## src/rtl/if_stage.sv

```systemverilog
// Instruction-fetch stage: PC register, next-PC selection from the EX-resolved
// redirect encoding, IF/ID pipeline register, and a saturating redirect counter.
module if_stage #(
    parameter logic [31:0] RESET_PC  = 32'h0000_0000,
    parameter logic [31:0] NOP_INSTR = 32'h0000_0013
) (
    input  logic        clk,
    input  logic        rst,
    input  logic        stall,
    input  logic [2:0]  npc_op,
    input  logic        if_flush,
    input  logic [31:0] br_pc,
    input  logic [31:0] br_imm,
    input  logic [31:0] jalr_target,
    output logic [31:0] imem_addr,
    input  logic [31:0] imem_rdata,
    output logic [31:0] id_pc,
    output logic [31:0] id_instr,
    output logic        id_valid,
    output logic [15:0] redirect_cnt
);

    logic [31:0] pc;
    logic [31:0] target;
    logic [31:0] raw_target;
    logic        redirect;

    assign imem_addr = pc;
    assign redirect  = |npc_op;

    // JALR wins over JUMP/BRANCH; those two share the same pc-relative target.
    always_comb begin
        raw_target = br_pc + br_imm;
        if (npc_op[2])
            raw_target = jalr_target;
        target = {raw_target[31:2], 2'b00};
    end

    always_ff @(posedge clk) begin
        if (rst)
            pc <= RESET_PC;
        else if (redirect)
            pc <= target;
        else if (!stall)
            pc <= pc + 32'd4;
    end

    // A redirect squashes the wrong-path fetch even while stalled.
    always_ff @(posedge clk) begin
        if (rst || if_flush || redirect) begin
            id_pc    <= 32'h0;
            id_instr <= NOP_INSTR;
            id_valid <= 1'b0;
        end else if (!stall) begin
            id_pc    <= pc;
            id_instr <= imem_rdata;
            id_valid <= 1'b1;
        end
    end

    always_ff @(posedge clk) begin
        if (rst)
            redirect_cnt <= 16'h0;
        else if (redirect && redirect_cnt != 16'hFFFF)
            redirect_cnt <= redirect_cnt + 16'd1;
    end

endmodule

```

## config.mk

```make
export PLATFORM = sky130hd
export DESIGN_NAME = if_stage
export DESIGN_NICKNAME = d
export VERILOG_FILES = /design/src/rtl/if_stage.sv
export SDC_FILE = /design/constraint.sdc
export NUM_CORES = 1
export LEC_CHECK = 0
export CORE_UTILIZATION = 44
export CTS_CLUSTER_DIAMETER = 30
export DETAILED_ROUTE_END_ITERATION = 12
export PLACE_DENSITY = 0.78
export SLEW_MARGIN = 0
export SYNTH_ARGS = -nofsm -noshare
export SYNTH_HDL_FRONTEND = slang
export SYNTH_SLANG_ARGS = --single-unit
```

## constraint.sdc

```tcl
create_clock -name clk -period 3.71 [get_ports clk]
set_input_delay 0.742 -clock clk [delete_from_list [all_inputs] [get_ports clk]]
set_output_delay 0.742 -clock clk [all_outputs]
set_load 0.02 [all_outputs]
```

==> summary.txt <==
Status
  – Outcome: complete, no violations

Critical path
  – CP Launch Point: br_pc[11]
  – CP endpoint kind: flip-flop
  – Flop-to-flop setup slack: 1100 ps
  – RR Endpoint: imem_addr[29]$_SDFFE_PP0P_
  – R2r worst-path depth: 8
  – Kind of critical path: input port to flip-flop
  – Worst setup SP type: input port
  – CP max FO: 3
  – Reg2reg start: imem_addr[13]$_SDFFE_PP0P_
  – Critical path required time: just under 4000 ps
  – Arr. time, crit path: 3450 ps

Hold path
  – Hold Path Class: flip-flop to flip-flop
  – WHS Path Cells: 2
  – Hold Path Sink: id_valid$_SDFFE_PP0N_
  – Hold_sp: id_valid$_SDFFE_PP0N_

Clocking
  – TritonCTS clock tree: built
  – Cts repair resizes: 0
  – Root Driver: clkbuf_16
  – Hold_buf cts: 0
  – Worst-path clk slew: 70 ps
  – Worst-Skew Late Latency: 340 ps
  – Post-CTS Setup Inserts: 0
  – Num Clock Sinks: approximately 110
  – H-tree levels: 3
  – Total CTS buffers: 9
  – CTS max path bufs: 2

Global route
  – Met2 Track Usage GR: between 40% and 50%
  – Initial antenna violation count: 0
  – Grt ovf: 0
  – Largest net degree at the start of global routing: between 60 and 70
  – Grt met1 use: 30.98%
  – Busiest grt layer: met2
  – Vias in the first global route: 5769
  – All-layer global routing usage: around 24%
  – First-pass GRT wire length: between 20 and 30 mm
  – Met3 usage: between 5 and 6%

Route
  – Vias/cell: around 5.4
  – Final WL: ~19 mm
  – # DRC: 0
  – Via count: 6316
  – DR WL/cell: between 15 and 20 µm
  – Detail Route Antenna Nets: 0
  – Pre-antenna DRT Iters: 5
  – Drt initial violations: about 470

Timing
  – Endpoints failing hold: 0
  – Rel. slew slack: about a third
  – Setup_tns: 0 ps
  – Measured slew at the worst slew-check pin: between 1000 and 1500 ps
  – Worst Skew: between 7 and 8 ps
  – Finish-stage setup viols: 0
  – Post-layout minimum cycle time: ~3200 ps
  – Tcrit/Tclk final: a little under nine tenths
  – FMAX: roughly 310 MHz
  – Final Max Slew Viols: 0
  – Unrepaired setup endpoints after global routing: false

Cells and area
  – Most frequent cells in the layout: 240 x clkdlybuf4s50_1, 109 x nor2_1, 109 x dfxtp_1
  – Commonest non-fill, non-tap cell in the layout: clkdlybuf4s50_1
  – Synth-to-layout area growth: 45.99%
  – Non-Filler Cell Area, Final: 9175 µm²
  – Antenna Cells: 0
  – Fillcell total: approximately 1200
  – Non-Filler Instances: ~1200
  – Fin util: roughly 66%
  – NumNets Final: ~1100
  – Share of layout cells above drive strength 1: between 4 and 5%

Floorplan
  – Die ar.: 14770 µm²
  – Die X: between 100 and 150 µm
  – I/O pin count: 248
  – Standard-cell rows: 43
  – Core area: approximately 14000 µm²
  – Die Span Y: around 120 µm
  – Starting Density: between 40% and 50%

Logic synthesis
  – Synth unique cells: between 60 and 70
  – Synthesized cell area: between 6000 and 7000 µm²
  – Post-synth EDFFs: 0
  – Post-synthesis async set-or-reset flop share: 0%
  – Sequential fraction of the synthesis area: a little over a third
  – Average size of a mapped cell: 8.447 µm²
  – Warnings from Yosys: 0
  – Most common flop cell mapped by yosys: dfxtp_1
  – Synth Instances: 744
  – Seq cells post-synth: 109

Power and ir drop
  – Final total power: around 0.0030 W
  – Worst vdd ir: ~0.00018 V
  – P_leak: between 3 and 4 nW
  – Power per standard cell area: roughly 320 nW/µm²

Place
  – DP Cell Count: ~1100
  – GPL Wtd Cong: between 0.9 and 1
  – Hpwl dp: roughly 14 mm
  – Port bufs: approximately 240
  – DP Area: 8887 µm²

Run
  – Max cap viols: 0
==> flip-flops by register name, indices dropped and copies added (netlist names) <==
signal / count
id_instr: 32
id_pc: 30
imem_addr: 30
redirect_cnt: 16
id_valid: 1
==> worst max-delay path by stage <==
| stage | endpoint | depth (start not counted) |
|---|---|---|
| floorplan | imem_addr[25]$_SDFFE_PP0P_ | 9 |
| global placement | imem_addr[25]$_SDFFE_PP0P_ | 10 |
| detailed placement | imem_addr[25]$_SDFFE_PP0P_ | 10 |
| CTS | imem_addr[25]$_SDFFE_PP0P_ | 10 |
| global route | imem_addr[25]$_SDFFE_PP0P_ | 10 |
| finish | imem_addr[25]$_SDFFE_PP0P_ | 10 |
==> power by group <==
| part | internal, W | leakage, nW | switching, W |
|---|---|---|---|
| combinational | 0.000399 | 2.54 | 0.000386 |
| clock | 0.000497 | 0.143 | 0.000425 |
| sequential | 0.00121 | 0.887 | 0.0000642 |
| total | 0.00211 | 3.57 | 0.000875 |
==> Yosys cell counts, drive strengths merged, types with 11 or more instances <==
library cell,instances,share of area (%)
a211oi,17,2.1
a21o,11,1.3
a21oi,55,4.5
and3,11,1.1
buf,12,0.96
clkbuf,24,1.4
dfxtp,109,35
ha,32,6.4
inv,11,0.66
mux2i,60,9.6
nand2,53,3.2
nand3,32,2.7
nand4,20,2.0
nor2,109,6.5
nor3,13,1.0
o21ai,28,2.2
xnor2,29,4.0
xor2,34,4.7
==> worst max-delay path, stage by stage <==
cell,delay (ps)
clkdlybuf4s50_1,410
ha_1,310
a21oi_1,240
o21ai_1,150
a2111oi_0,500
nand3_2,170
a31oi_2,230
o21ba_2,180
mux2_1,320
a211oi_1,210
==> cell families after synthesis <==
kind of cell,share of synthesized area [%]
DFF,34.72
muxes,9.735
adders and majority gates,6.371
xor gates and xnor gates,8.780
and+or+nand+nor,20.27
AOI/OAI and AO/OA,17.02
other,0.05967
buffers and inverters,3.046
==> stage by stage <==
stage,worst slack (ps),hold slack (ps)
after global placement,221.1,431.8
after floorplan,673.0,522.2
after global routing,280.2,488.8
after detailed placement,185.9,439.4
after CTS,537.2,450.2
final,521.4,447.4
==> cell type report <==
class	count	area, µm²	share of cell area (%)
clock buffer	12	256.5	2.796
clock inverter	4	31.28	0.3409
inverter	11	41.29	0.4500
multi-input combinational	591	3924	42.77
sequential	109	2182	23.78
tap	180	225.2	2.455
timing repair buffer	255	2515	27.41
==> per-layer routing <==
| layer | vias up | share of wire [%] |
|---|---|---|
| met1 | 2869 | 44 |
| met4 | 0 | 2.3 |
| li1 | 3144 | - |
| met2 | 275 | 45 |
| met5 | - | 0 |
| met3 | 28 | 8.4 |
Note: power is estimated with default switching activity, not from simulation.
